**src/rtl/ddr_capture_pkg.sv**
```systemverilog
// ddr_capture_pkg
//   Shared types and constants for the DDR capture writer.
//   t_cap_state      : capture FSM state encoding
//   C_CAP_ADDR_WIDTH : default RAM address width (64-entry buffer)
//   C_CAP_DATA_WIDTH : default sample / RAM word width
package ddr_capture_pkg;

    localparam int C_CAP_ADDR_WIDTH = 6;
    localparam int C_CAP_DATA_WIDTH = 64;

    typedef enum logic [1:0] {
        IDLE  = 2'd0,
        ARMED = 2'd1,
        POST  = 2'd2,
        DONE  = 2'd3
    } t_cap_state;

endpackage

```
**src/rtl/ddr_capture_writer_if.sv**
```systemverilog
// ddr_capture_writer_if
//   RAM write port between the capture writer and the DdrCapturesIndex RAM
//   user port of the register block.
//   ram_adr_o : word address
//   ram_we_o  : one-cycle write strobe per stored sample
//   ram_dat_o : sample data
//   master : the capture writer (drives the port)
//   slave  : the RAM / register block (receives the port)
interface ddr_capture_writer_if
    import ddr_capture_pkg::*;
#(
    parameter int g_addr_width = C_CAP_ADDR_WIDTH,
    parameter int g_data_width = C_CAP_DATA_WIDTH
);

    logic [g_addr_width-1:0] ram_adr_o;
    logic                    ram_we_o;
    logic [g_data_width-1:0] ram_dat_o;

    modport master (output ram_adr_o, output ram_we_o, output ram_dat_o);
    modport slave  (input  ram_adr_o, input  ram_we_o, input  ram_dat_o);

endinterface

```
**src/rtl/ddr_capture_writer.sv**
```systemverilog
// ddr_capture_writer
//   Writes a stream of DDR samples into a circular RAM buffer. Samples are
//   stored continuously once armed; after a qualified trigger a programmable
//   number of further samples is stored and the capture stops.
//   Sample stream: smp_valid_i qualifies smp_dat_i and trig_i in the same
//   cycle; there is no back-pressure, every valid sample is taken.
// Ports
//   clk_i, rst_n_i     : clock, asynchronous active-low reset
//   arm_i              : arm level; rising edge arms, falling edge aborts
//   trig_i             : trigger, qualified by smp_valid_i
//   post_count_i       : samples to store after the trigger sample
//   smp_valid_i/dat_i  : sample stream
//   ram_o              : RAM write port (master side)
//   busy_o             : capture in progress (ARMED or POST)
//   done_o             : capture complete, held until re-arm or reset
//   trig_adr_o         : RAM address of the trigger sample
//   oldest_adr_o       : address of the oldest valid entry
//   wrapped_o          : write pointer wrapped since arming
//   state_o            : current FSM state (debug)
module ddr_capture_writer
    import ddr_capture_pkg::*;
#(
    parameter int g_addr_width = C_CAP_ADDR_WIDTH,
    parameter int g_data_width = C_CAP_DATA_WIDTH
) (
    input  logic                    clk_i,
    input  logic                    rst_n_i,
    input  logic                    arm_i,
    input  logic                    trig_i,
    input  logic [g_addr_width-1:0] post_count_i,
    input  logic                    smp_valid_i,
    input  logic [g_data_width-1:0] smp_dat_i,
    ddr_capture_writer_if.master    ram_o,
    output logic                    busy_o,
    output logic                    done_o,
    output logic [g_addr_width-1:0] trig_adr_o,
    output logic [g_addr_width-1:0] oldest_adr_o,
    output logic                    wrapped_o,
    output t_cap_state              state_o
);

    localparam logic [g_addr_width-1:0] C_ONE = g_addr_width'(1);

    t_cap_state              state_q, state_d;
    logic                    arm_q;
    logic [g_addr_width-1:0] ptr_q, ptr_d;
    logic [g_addr_width-1:0] rem_q, rem_d;
    logic                    wrapped_q, wrapped_d;
    logic                    done_q, done_d;
    logic [g_addr_width-1:0] trig_adr_q, trig_adr_d;
    logic                    we_q, we_d;
    logic [g_addr_width-1:0] adr_q, adr_d;
    logic [g_data_width-1:0] dat_q, dat_d;

    logic rise, fall, start, wr;

    assign rise  = arm_i & ~arm_q;
    assign fall  = ~arm_i & arm_q;
    // Arming is only possible from IDLE or DONE; a rise elsewhere cannot occur
    // because arm_i must have fallen (and aborted) first.
    assign start = rise && ((state_q == IDLE) || (state_q == DONE));

    always_comb begin
        state_d    = state_q;
        ptr_d      = ptr_q;
        rem_d      = rem_q;
        wrapped_d  = wrapped_q;
        done_d     = done_q;
        trig_adr_d = trig_adr_q;
        we_d       = 1'b0;
        adr_d      = adr_q;
        dat_d      = dat_q;
        wr         = 1'b0;

        case (state_q)
            IDLE, DONE: begin
                // The sample coinciding with the arming edge is dropped.
                if (start) begin
                    state_d    = ARMED;
                    ptr_d      = '0;
                    wrapped_d  = 1'b0;
                    done_d     = 1'b0;
                    trig_adr_d = '0;
                end
            end
            ARMED: begin
                if (fall) begin
                    state_d = IDLE;
                end else if (smp_valid_i) begin
                    wr = 1'b1;
                    if (trig_i) begin
                        trig_adr_d = ptr_q;
                        rem_d      = post_count_i;
                        if (post_count_i == '0) begin
                            state_d = DONE;
                            done_d  = 1'b1;
                        end else begin
                            state_d = POST;
                        end
                    end
                end
            end
            POST: begin
                if (fall) begin
                    state_d = IDLE;
                end else if (smp_valid_i) begin
                    wr    = 1'b1;
                    rem_d = rem_q - C_ONE;
                    if (rem_q == C_ONE) begin
                        state_d = DONE;
                        done_d  = 1'b1;
                    end
                end
            end
            default: state_d = IDLE;
        endcase

        if (wr) begin
            we_d  = 1'b1;
            adr_d = ptr_q;
            dat_d = smp_dat_i;
            ptr_d = ptr_q + C_ONE;
            if (ptr_q == '1) begin
                wrapped_d = 1'b1;
            end
        end
    end

    always_ff @(posedge clk_i or negedge rst_n_i) begin
        if (!rst_n_i) begin
            state_q    <= IDLE;
            arm_q      <= 1'b0;
            ptr_q      <= '0;
            rem_q      <= '0;
            wrapped_q  <= 1'b0;
            done_q     <= 1'b0;
            trig_adr_q <= '0;
            we_q       <= 1'b0;
            adr_q      <= '0;
            dat_q      <= '0;
        end else begin
            state_q    <= state_d;
            arm_q      <= arm_i;
            ptr_q      <= ptr_d;
            rem_q      <= rem_d;
            wrapped_q  <= wrapped_d;
            done_q     <= done_d;
            trig_adr_q <= trig_adr_d;
            we_q       <= we_d;
            adr_q      <= adr_d;
            dat_q      <= dat_d;
        end
    end

    assign ram_o.ram_we_o  = we_q;
    assign ram_o.ram_adr_o = adr_q;
    assign ram_o.ram_dat_o = dat_q;

    assign busy_o       = (state_q == ARMED) || (state_q == POST);
    assign done_o       = done_q;
    assign trig_adr_o   = trig_adr_q;
    assign wrapped_o    = wrapped_q;
    // Once wrapped, the next slot to be written holds the oldest sample.
    assign oldest_adr_o = wrapped_q ? ptr_q : '0;
    assign state_o      = state_q;

endmodule

```
**src/flat_wrapper.sv**
```systemverilog
// flat-port wrapper written by rule: the top's interface ports become plain ports
module ddr_capture_writer_flat import ddr_capture_pkg::*;
#(
    parameter int g_addr_width = C_CAP_ADDR_WIDTH,
    parameter int g_data_width = C_CAP_DATA_WIDTH
)
  (clk_i, rst_n_i, arm_i, trig_i, post_count_i, smp_valid_i, smp_dat_i, busy_o, done_o, trig_adr_o, oldest_adr_o, wrapped_o, state_o, ram_o_ram_adr_o, ram_o_ram_we_o, ram_o_ram_dat_o);
  ddr_capture_writer_if #(.g_addr_width(g_addr_width), .g_data_width(g_data_width)) ram_o_i ();
  input  logic clk_i;
  input  logic rst_n_i;
  input  logic arm_i;
  input  logic trig_i;
  input  logic [g_addr_width-1:0] post_count_i;
  input  logic smp_valid_i;
  input  logic [g_data_width-1:0] smp_dat_i;
  output logic busy_o;
  output logic done_o;
  output logic [g_addr_width-1:0] trig_adr_o;
  output logic [g_addr_width-1:0] oldest_adr_o;
  output logic wrapped_o;
  output t_cap_state state_o;
  output wire logic [$bits(ram_o_i.ram_adr_o)-1:0] ram_o_ram_adr_o;
  output wire logic [$bits(ram_o_i.ram_we_o)-1:0] ram_o_ram_we_o;
  output wire logic [$bits(ram_o_i.ram_dat_o)-1:0] ram_o_ram_dat_o;
  assign ram_o_ram_adr_o = ram_o_i.ram_adr_o;
  assign ram_o_ram_we_o = ram_o_i.ram_we_o;
  assign ram_o_ram_dat_o = ram_o_i.ram_dat_o;
  ddr_capture_writer #(.g_addr_width(g_addr_width), .g_data_width(g_data_width)) u_core (.clk_i(clk_i), .rst_n_i(rst_n_i), .arm_i(arm_i), .trig_i(trig_i), .post_count_i(post_count_i), .smp_valid_i(smp_valid_i), .smp_dat_i(smp_dat_i), .ram_o(ram_o_i), .busy_o(busy_o), .done_o(done_o), .trig_adr_o(trig_adr_o), .oldest_adr_o(oldest_adr_o), .wrapped_o(wrapped_o), .state_o(state_o));
endmodule
```
**config.mk**
```make
export PLATFORM = sky130hd
export DESIGN_NAME = ddr_capture_writer_flat
export DESIGN_NICKNAME = d
export VERILOG_FILES = /design/src/rtl/ddr_capture_pkg.sv /design/src/rtl/ddr_capture_writer_if.sv /design/src/rtl/ddr_capture_writer.sv /design/src/flat_wrapper.sv
export SDC_FILE = /design/constraint.sdc
export NUM_CORES = 1
export LEC_CHECK = 0
export BUFFER_PORTS_ARGS = -buffer_cell sky130_fd_sc_hd__buf_4
export CAP_MARGIN = 20
export CORE_AREA = 2 2 123 77
export DETAILED_ROUTE_END_ITERATION = 12
export DIE_AREA = 0 0 125 79
export GPL_TIMING_DRIVEN = 0
export MAX_ROUTING_LAYER = met4
export PLACE_DENSITY_LB_ADDON = 0.08
export SYNTH_ARGS = -nofsm -noshare
export SYNTH_HDL_FRONTEND = slang
export SYNTH_SLANG_ARGS = --single-unit
```
**constraint.sdc**
```tcl
create_clock -name clk_i -period 2.2 [get_ports clk_i]
set_input_delay 0.44 -clock clk_i [delete_from_list [all_inputs] [get_ports clk_i]]
set_output_delay 0.44 -clock clk_i [all_outputs]
set_load 0.01 [all_outputs]
```
# Word level (Yosys, flattened, before mapping)
# Index checks and enable logic that the tools add are counted.
# totals
ff_bits	94
inputBits	75
out_inout_bits	88
word_cells	89
# op_classes
add_sub_neg	2
n_eq_ne	17
n_mux	40
n_bitwise	4
n_reduce_logical	16
# op_table
op	count
$mux 6	12
$pmux 6 s2	2
$mux 1	17
$mux 2	7
$ne 2x2->1 const B	5
$reduce_and 5->1	2
$ne 3x2->1 const B	3
$reduce_and 8->1	1
$reduce_bool 2->1	4
$add 6x1->6 const B	1
$eq 6x1->1 const B	1
$eq 6x6->1 const B	1
$logic_not 6->1	1
$ne 2x1->1 const B	3
$pmux 2 s3	1
$reduce_and 6->1	1
$sub 6x1->6 const B	1
$eq 2x2->1 const B	2
$reduce_or 2->1	2
$ne 3x1->1 const B	1
$pmux 1 s3	1
$and 1x1->1	2
$eq 2x1->1 const B	1
$logic_not 2->1	1
other kinds (4)	6

# Logic depth before layout (Yosys ltp)
# Gate-level depths: netlist of run 1.
# logic_depth
word_depth	7
depth_mapped	10
ltp_nobuf	7

# Least setup slack after synthesis of run 1
# Ideal clock, no wire load.
# synth_timing
kind	register to register
from	reg u_core.state_q[0] (netlist: u_core.state_o[0])
to	reg u_core.rem_q[5]
setup_time_ns	0.139
arrival_time_ns	1.673
slack_ns	0.388
stages_incl_launch_ff	8
n_path_buf	1
synth_period_minus_slack_ns	1.812
cell_sequence	dfrtp_1 > inv_1 > ha_1 > buf_6 > nor3_4 > a21oi_2 > o31ai_2 > a211oi_2
# synth_between
elab_chain_cells	3
elab_cells_between_ends	10
# synth_lines
item	line	rtl
from (decl)	ddr_capture_writer.sv:44	t_cap_state state_q, state_d;
from (signal assigned)	ddr_capture_writer.sv:142	state_q <= state_d;
$eq 2x2->1 / $eq 2x1->1 (equally long branches)	ddr_capture_writer.sv:75	case (state_q)
$ne 2x2->1 (no source line) / $reduce_bool 2->1 (equally long branches)	-	
$reduce_and 6->1 (no source line)	-	
to (signal assigned)	ddr_capture_writer.sv:145	rem_q <= rem_d;
to (decl)	ddr_capture_writer.sv:47	logic [g_addr_width-1:0] rem_q, rem_d;
# Parallel ways exist; a longest one is shown, timed or not.
# A chain may end at the register's enable or synchronous reset.

# Final worst setup path of run 1
# Same ends and word-level chain as after synthesis.

==> results of run 1 <==
[area by class of cell]
class                   instances  area, µm²
clock inverters                 7       72.6
well taps                     116        145
multi-input cells             321       1590
plain buffers                  21        131
flip-flops and latches         94       2350
inverters                       8       30.0
repair buffers                163       1240
fillers                       734       3060
clock buffers                   9        225
[kinds of logic after synthesis]
| family | count (synthesis) | share of synthesized area, % |
|---|---|---|
| AND/OR/NAND/NOR | 271 | 28.6 |
| flip-flops | 94 | 57.3 |
| AO/OA/AOI/OAI | 41 | 7.65 |
| buffers and inverters | 29 | 3.93 |
| adder cells (fa/ha/maj) | 5 | 1.52 |
| multiplexers | 4 | 0.975 |
[worst max-delay path: stages, from the launching register on]
cell      delay (ns)
dfrtp_1         0.39
inv_1           0.06
ha_1            0.30
buf_6           0.15
nor3_4          0.43
a21oi_2         0.17
o31ai_2         0.26
a211oi_2        0.10
[per-stage QoR]
stage / cells / cell area (µm²) / setup WS, ns / hold slack, ns
floorplan: 444 / 4110 / 0.388 / 0.144
global placement: 722 / 5470 / 0.258 / 0.459
detailed placement: 723 / 5490 / 0.228 / 0.423
CTS: 739 / 5790 / 0.203 / 0.0515
global route: 739 / 5790 / 0.0688 / 0.0650
finish: 739 / 5790 / 0.195 / 0.0441
[state kept, by name (all words and copies together) (netlist names)]
name and count:
u_core.ram_o.ram_dat_o 64, u_core.ptr_q 6, u_core.ram_o.ram_adr_o 6, u_core.rem_q 6, u_core.trig_adr_o 6, u_core.state_o 2
u_core.arm_q 1, u_core.done_o 1, u_core.ram_o.ram_we_o 1, u_core.wrapped_o 1
[power breakdown]
group,internal [mW],switching (mW),total (mW),leakage (nW)
Sequential,2.46,0.480,2.94,1.19
Clock,0.882,0.661,1.54,0.142
Combinational,1.69,1.97,3.66,1.82
[cell usage in the layout, fill, tap and decap left out, drive strengths merged, types with 5 or more instances in the layout]
cell type  netlist  layout
a211oi           6       6
a22o             6       6
and2             6       6
buf             19     182
clkbuf           2      11
dfrtp           94      94
ha               5       5
inv              8       9
nand2          222     222
nand3            5       5
nor2             8       8
nor3             9       9
nor4             6       6
o21ai            8       8
[metal layers]
layer | up-vias | share of wire (%)
li1 | 1782 | -
met1 | 1698 | 48
met2 | 137 | 42
met3 | 9 | 8.6
met4 | 0 | 1.0
met5 | - | 0
[worst paths after layout]
| path | end | cells past startpoint | slack (ns) |
|---|---|---|---|
| max | u_core.rem_q[5]$_DFFE_PN0P_ | 7 | 0.20 |
| max reg2reg | u_core.rem_q[5]$_DFFE_PN0P_ | 7 | 0.20 |
| min | u_core.ram_o.ram_dat_o[5]$_DFFE_PN0P_ | 1 | 0.04 |
| min reg2reg | u_core.ram_o.ram_dat_o[41]$_DFFE_PN0P_ | 2 | 0.48 |
| max in group asynchronous | u_core.trig_adr_o[1]$_DFFE_PN0P_ | 2 | 1.50 |
| min in group clk_i | u_core.arm_q$_DFF_PN0_ | 1 | 0.26 |
==> flow_metrics.tcl, run 1 <==
set metrics [dict create \
    grt_setup_unrepaired "no" \
    worst_ir_drop_vdd_mv 0.747 \
    worstReg2RegStart "u_core.state_o[0]$_DFFE_PN0P_" \
    fp.coreArea_mm2 0.00885 \
    dieHeight_um 79 \
    antenna_left 0 \
    yosysSeqAreaShare_pct 57.3 \
    met3_usage_pct 8.49 \
    synth_cells 444 \
    place.gp.congestion 0.904 \
    post_drt_wl_per_cell_um 14.2 \
    max-clock-path-buffers 2 \
    final_util_pct 65.4 \
    yosysWarnings 0 \
    cts-root-buf "clkbuf_16" \
    h-tree-depth 3 \
    drc_errors 0 \
    power_density_mw_per_mm2 1410 \
    die_area_mm2 0.00988 \
    grt.total_usage_pct 22.9 \
    cp_data_arrival_time_ns 2.21 \
    critPathKind "reg2reg" \
    clkTransAtPathRegs_ns 0.06 \
    synth_edf_count 0 \
    hold_viol_final 0 \
    insertion_delay_ns 0.34 \
    setup_violations 0 \
    grtUsageMet2_pct 32.1 \
    drv_slew 0 \
    grt_pass1_vias 3504 \
    worstSetupStartpointType "flip-flop" \
    synthTopCellsByCount "nand2_1 (221), dfrtp_1 (94), buf_2 (12)" \
    area_growth_syn_to_layout_pct 41.1 \
    p_leak_nw 3.15 \
    synth_cell_types 50 \
    ys_async_sr_fraction_pct 100 \
    first_iter_violations 141 \
    first_pass_iters 4 \
    hpwl_um 7700 \
    start_util_pct 46.4 \
    globalRouteMet1Util_pct 31.4 \
    ioPinCount 163 \
    grt_pass1_wl_um 17300 \
    num_rows 27 \
    postCtsSetupBuffers 0 \
    antenna_found_initial 0 \
    routed_wl_um 10500 \
    endpoint_kind "flip-flop" \
    via_count 3626 \
    maxSlewHeadroom_pct 57.5 \
    synthTopCellsByArea "dfrtp_1 (57%), nand2_1 (20%), ha_1 (1.5%), buf_2 (1.5%), a22o_1 (1.3%)" \
    cts_resized 0 \
    grt_max_degree 62 \
    cts_tree "done" \
    n_antenna_cell 0 \
    synth_seq_cells 94 \
    synth_most_common_cell "nand2_1" \
    yosys.area.top_type_share_pct 57.3 \
    critPathRequiredTime_ns 2.40 \
    startpoint "u_core.state_o[0]$_DFFE_PN0P_" \
    tightestPinTransition_ns 0.634 \
    ctsHoldBuffers 0 \
    viasPerCell 4.91 \
    period_share_pct 91.1 \
    crit_fanout 10 \
    yosysTopAreaCell "dfrtp_1" \
    fin_nets 698 \
    portBuffers 162 \
    status "finished clean" \
    fp.dieW_um 125 \
    max_cap_viol_count 0 \
    finalClockSkew_ns 0.00677 \
    numClockSinks 94 \
    fin_crit_ns 2.00 \
    fmax_ghz 0.499 \
    total_power_mw 8.14 \
    worst_hold_path_type "in2async" \
    cts_inserted_buffers 9 \
    layout-drive-gt1-share_pct 34.7 \
    fin_setup_tns_ns 0 \
    synth_fp_nets 524 \
    syn_avg_cell_area_um2 9.25 \
    syn_area_mm2 0.00411 \
    grt.busiest_layer "met2" \
    synthFlopType "dfrtp_1" \
    grt.overflow.total 0 \
]
No activity file was read; power rests on OpenSTA's default activity.
==> inputs of run 2 (changes only) <==
ABC_AREA = 1   (was unset)
CORE_AREA = 2 2 121 76   (was 2 2 123 77)
DIE_AREA = 0 0 123 78   (was 0 0 125 79)
==> run 2 against run 1 <==
Utilization up 2.4 points. Highest routed layer unchanged. Largest power group unchanged. Synthesized cell count up 7.2%. Sequential power is essentially flat. Critical endpoint is now busy_o.
==> flow_metrics.tcl, run 2 <==
set metrics [dict create \
    status "finished clean" \
    syn_avg_cell_area_um2 8.41 \
    seq_power_share_pct 36.6 \
    crit_fanout 6 \
    clkTransAtPathRegs_ns 0.06 \
    fin_nets 730 \
    final_cell_mix "nand2_1 (265), buf_4 (165), dfrtp_1 (94)" \
    synth_most_common_cell "nand2_1" \
    fmax_ghz 0.517 \
    period_share_pct 87.9 \
    synthFlopType "dfrtp_1" \
    synthTopCellsByCount "nand2_1 (265), dfrtp_1 (94), inv_1 (27)" \
    r2r_slack_ns 0.42 \
    grt.overflow.total 0 \
    routed_wl_um 10100 \
    largest_reg_flops 64 \
    place.gp.congestion 0.918 \
    drc_errors 0 \
    yosysWarnings 0 \
    worstSetupStartpointType "flip-flop" \
    cp_data_arrival_time_ns 1.49 \
    start_util_pct 47.7 \
    ys_async_sr_fraction_pct 100 \
    setup_ws_ns 0.267 \
    critPathKind "reg2out" \
    cts-root-buf "clkbuf_16" \
    synth_edf_count 0 \
    finalClockSkew_ns 0.00601 \
    hpwl_um 7640 \
    grt_pass1_wl_um 16400 \
    antenna_found_initial 0 \
    viasPerCell 4.72 \
    grt.total_usage_pct 22.7 \
    fin_crit_ns 1.93 \
    area_growth_syn_to_layout_pct 42.3 \
    first_pass_iters 5 \
    layout-drive-gt1-share_pct 31.3 \
    dieHeight_um 78 \
    grt_max_degree 49 \
    cts_inserted_buffers 9 \
    first_iter_violations 225 \
    synth_cells 476 \
    p_int_mw 5.00 \
    insertion_delay_ns 0.34 \
    worst_hold_path_type "in2async" \
    post_drt_wl_per_cell_um 13.1 \
    cts_resized 0 \
    via_count 3622 \
    synth_fp_nets 556 \
    yosysTopAreaCell "dfrtp_1" \
    endpoint_kind "output port" \
    p_leak_nw 3.24 \
    switching_power_mw 3.04 \
    n_antenna_cell 0 \
    h-tree-depth 3 \
    synth_seq_cells 94 \
    yosysSeqAreaShare_pct 58.8 \
    grt_setup_unrepaired "no" \
    synth_cell_types 25 \
    place_worst_setup_slack_ns 0.433 \
    critPathRequiredTime_ns 1.76 \
    num_rows 26 \
    maxSlewHeadroom_pct 58.1 \
    fin_setup_tns_ns 0 \
    switching_share_pct 37.8 \
    syn_area_mm2 0.00400 \
    drv_slew 0 \
    worst_ir_drop_vdd_mv 0.689 \
    max_cap_viol_count 0 \
    clkPwrFrac_pct 19.6 \
    ctsHoldBuffers 0 \
    tightestPinTransition_ns 0.628 \
    die_area_mm2 0.00959 \
    postCtsSetupBuffers 0 \
    max-clock-path-buffers 2 \
    numClockSinks 94 \
    antenna_left 0 \
    power_density_mw_per_mm2 1410 \
    cts_tree "done" \
    hold_viol_final 0 \
    setup_violations 0 \
    synthTopCellsByArea "dfrtp_1 (59%), nand2_1 (25%), inv_1 (2.5%), nand3_1 (1.9%), o21ai_0 (1.9%)" \
    final_common_cell "nand2_1" \
    fp.dieW_um 123 \
    portBuffers 162 \
    fp.coreArea_mm2 0.00839 \
    grt_pass1_vias 3321 \
    pwr-share-comb_pct 43.8 \
    yosys.area.top_type_share_pct 58.8 \
    total_power_mw 8.04 \
    ioPinCount 163 \
]
-- run 2: final timing paths --
kind,start,endpoint,cells past startpoint
max,u_core.state_o[0]$_DFFE_PN0P_,busy_o,4
min,rst_n_i,u_core.ram_o.ram_dat_o[51]$_DFFE_PN0P_,1
max reg2reg,u_core.state_o[0]$_DFFE_PN0P_,u_core.ptr_q[5]$_DFFE_PN0P_,9
min reg2reg,u_core.ram_o.ram_dat_o[24]$_DFFE_PN0P_,u_core.ram_o.ram_dat_o[24]$_DFFE_PN0P_,2
max in group asynchronous,rst_n_i,u_core.ram_o.ram_dat_o[26]$_DFFE_PN0P_,2
min in group clk_i,arm_i,u_core.arm_q$_DFF_PN0_,1
-- run 2: layer usage --
layer	GRT usage (%)	part of all wire, %
met1	31.9	47
met2	31.4	42
met3	6.99	9.5
met4	7.16	1.4
met5	-	0
-- run 2: metrics by stage --
step / instance area, µm² / hold slack [ns] / std cells / utilization (%)
after CTS: 5700 / 0.139 / 767 / 67.9
after detailed placement: 5390 / 0.467 / 751 / 64.2
after global routing: 5700 / 0.165 / 767 / 67.9
after global placement: 5360 / 0.461 / 750 / 63.8
final: 5700 / 0.113 / 767 / 67.9
after floorplan: 4000 / 0.144 / 476 / -
-- run 2: cell type report --
type	instances	area [µm²]
fill	686	2700
sequential	94	2350
multi-input combinational	335	1430
timing repair buffer	163	1240
clock buffer	11	253
tap	112	140
inverter	31	119
buffer	16	100
clock inverter	5	57.6
-- run 2: logic make-up after synthesis --
family	count (synthesis)	share of synthesized area (%)
muxes	1	0.250
DFF	94	58.8
xor gates and xnor gates	2	0.438
and+or+nand+nor	300	29.8
AOI/OAI and AO/OA	27	3.75
adders and majority gates	5	1.56
buffers and inverters	47	5.47
-- run 2: worst max-delay path, stage by stage, from the launching register on --
cell     delay (ns)
dfrtp_1        0.40
inv_1          0.06
ha_1           0.36
inv_2          0.18
buf_4          0.15
-- run 2: power groups by stage --
| stage | clock (mW) | sequential, mW | combinational [mW] |
|---|---|---|---|
| after floorplan | 0 | 3.21 | 1.60 |
| after global placement | 0 | 2.94 | 3.46 |
| after detailed placement | 0 | 2.95 | 3.55 |
| after CTS | 1.62 | 2.94 | 3.56 |
| after global routing | 1.69 | 3.04 | 3.96 |
| final | 1.58 | 2.94 | 3.52 |
==> inputs of run 3 (changes only) <==
RECOVER_POWER = 50   (was unset)
SLEW_MARGIN = 20   (was unset)
==> run 3 against run 2 <==
Setup slack better by 0.013 ns. Sequential share of layout area up 1.6 points. Clock skew about the same. Largest cell class unchanged. Critical path type unchanged. Power down 4.2%. Sequential power about the same. Critical path depth unchanged. Maximum frequency up 0.66%. Wire length up 1.6%. Cell area down 3.7%.
==> flow_metrics.tcl, run 3 (synthesized netlist as in run 2, its figures left out) <==
set metrics [dict create \
    timing.hold.ws_ns 0.297 \
    critPathRequiredTime_ns 1.76 \
    cp_num_buf_inv 3 \
    fmax_ghz 0.521 \
    fin_setup_tns_ns 0 \
    cts_resized 0 \
    ctsHoldBuffers 0 \
    dieHeight_um 78 \
    ioPinCount 163 \
    area_growth_syn_to_layout_pct 37.0 \
    hpwl_um 7550 \
    fin_nets 729 \
    antenna_found_initial 0 \
    grt_pass1_wl_um 16800 \
    grt_setup_unrepaired "no" \
    fp.coreArea_mm2 0.00839 \
    instances_no_fill 765 \
    hold_viol_final 0 \
    portBuffers 162 \
    maxSlewHeadroom_pct 14.3 \
    dp_cells 750 \
    grt_max_degree 95 \
    switching_share_pct 39.3 \
    h-tree-depth 3 \
    cts_inserted_buffers 9 \
    drv_slew 0 \
    total_power_mw 7.70 \
    worst_hold_path_type "in2reg" \
    layout-drive-gt1-share_pct 24.2 \
    period_share_pct 87.3 \
    fin_crit_ns 1.92 \
    numClockSinks 94 \
    p_int_mw 4.67 \
    num_rows 26 \
    largest_reg_flops 64 \
    max-clock-path-buffers 2 \
    p_leak_nw 3.06 \
    grt.overflow.total 0 \
    insertion_delay_ns 0.33 \
    setup_ws_ns 0.280 \
    cp_slowest_cell "dfrtp_1" \
    critical_path.top_delay_family "flip-flops" \
    worstSetupStartpointType "flip-flop" \
    finalClockSkew_ns 0.00642 \
    cts_tree "done" \
    multiInputGateArea_mm2 0.00143 \
    place_worst_setup_slack_ns 0.448 \
    viasPerCell 4.70 \
    start_util_pct 47.7 \
    antenna_left 0 \
    cp_data_arrival_time_ns 1.48 \
    drc_errors 0 \
    cts-root-buf "clkbuf_16" \
    final_common_cell "nand2_1" \
    first_iter_violations 279 \
    via_count 3594 \
    die_area_mm2 0.00959 \
    seq_area_mm2 0.00235 \
    status "finished clean" \
    fill_cells 743 \
    pwr-share-comb_pct 42.0 \
    endpoint_kind "output port" \
    first_pass_iters 4 \
    n_antenna_cell 0 \
    clkPwrFrac_pct 19.8 \
    crit_chain "inv_1 > ha_1 > inv_2 > buf_4" \
    crit_fanout 6 \
    place.gp.congestion 0.918 \
    critical-path-max-stage-delay_ns 0.40 \
    fp.dieW_um 123 \
    max_cap_viol_count 0 \
    postCtsSetupBuffers 0 \
    switching_power_mw 3.03 \
    tightestPinTransition_ns 1.28 \
    grt_pass1_vias 3330 \
    seq_power_share_pct 38.2 \
    setup_violations 0 \
    worst_ir_drop_vdd_mv 0.660 \
    clkTransAtPathRegs_ns 0.06 \
    grt.total_usage_pct 23.2 \
    critPathKind "reg2out" \
    post_drt_wl_per_cell_um 13.4 \
    final_cell_mix "nand2_1 (265), buf_4 (120), dfrtp_1 (94)" \
    routed_wl_um 10200 \
    power_density_mw_per_mm2 1400 \
]
[run 3: routing by layer]
metal | track usage, % | vias to the layer above | part of all wire [%]
li1 | - | 1803 | -
met1 | 33.4 | 1664 | 48
met2 | 31.6 | 119 | 43
met3 | 7.87 | 8 | 8.5
met4 | 5.68 | 0 | 0.96
met5 | - | - | 0
[run 3: final timing paths]
kind | from | endpoint | slack (ns) | depth (start not counted)
max in group asynchronous | rst_n_i | u_core.arm_q$_DFF_PN0_ | 0.98 | 1
min in group asynchronous | rst_n_i | u_core.ram_o.ram_dat_o[53]$_DFFE_PN0P_ | 0.37 | 1
hold reg to reg | u_core.done_o$_DFFE_PN0P_ | u_core.done_o$_DFFE_PN0P_ | 0.47 | 2
setup reg to reg | u_core.state_o[0]$_DFFE_PN0P_ | u_core.ptr_q[5]$_DFFE_PN0P_ | 0.41 | 9
setup / recovery | u_core.state_o[0]$_DFFE_PN0P_ | busy_o | 0.28 | 4
hold / removal | smp_dat_i[17] | u_core.ram_o.ram_dat_o[17]$_DFFE_PN0P_ | 0.30 | 3
[run 3: stage by stage]
step	cell area [µm²]	utilization (%)
2_1_floorplan	4000	-
3_3_place_gp	5360	63.8
3_5_place_dp	5360	63.9
4_1_cts	5650	67.4
5_1_grt	5480	65.3
6_report	5480	65.3
[run 3: layout make-up]
type / count / share of cell area [%]
flip-flops and latches: 94 / 42.9
multi-input cells: 335 / 26.1
repair buffers: 162 / 19.2
clock buffers: 11 / 4.43
well taps: 112 / 2.56
inverters: 31 / 2.17
plain buffers: 16 / 1.83
clock inverters: 4 / 0.867
[run 3: power groups by stage]
stage | registers, mW | clock network [mW] | logic, mW
after detailed placement | 2.95 | 0 | 3.55
after floorplan | 3.21 | 0 | 1.60
after CTS | 2.95 | 1.57 | 3.55
final | 2.94 | 1.53 | 3.23
after global routing | 3.05 | 1.64 | 3.68
after global placement | 2.94 | 0 | 3.46
[run 3: worst register-to-register path, stage by stage (launching register included)]
cell     delay, ns
dfrtp_1       0.40
inv_1         0.06
ha_1          0.36
inv_2         0.18
nand3_4       0.15
inv_4         0.13
buf_6         0.16
nand3_2       0.08
nor2_1        0.11
a21oi_1       0.05
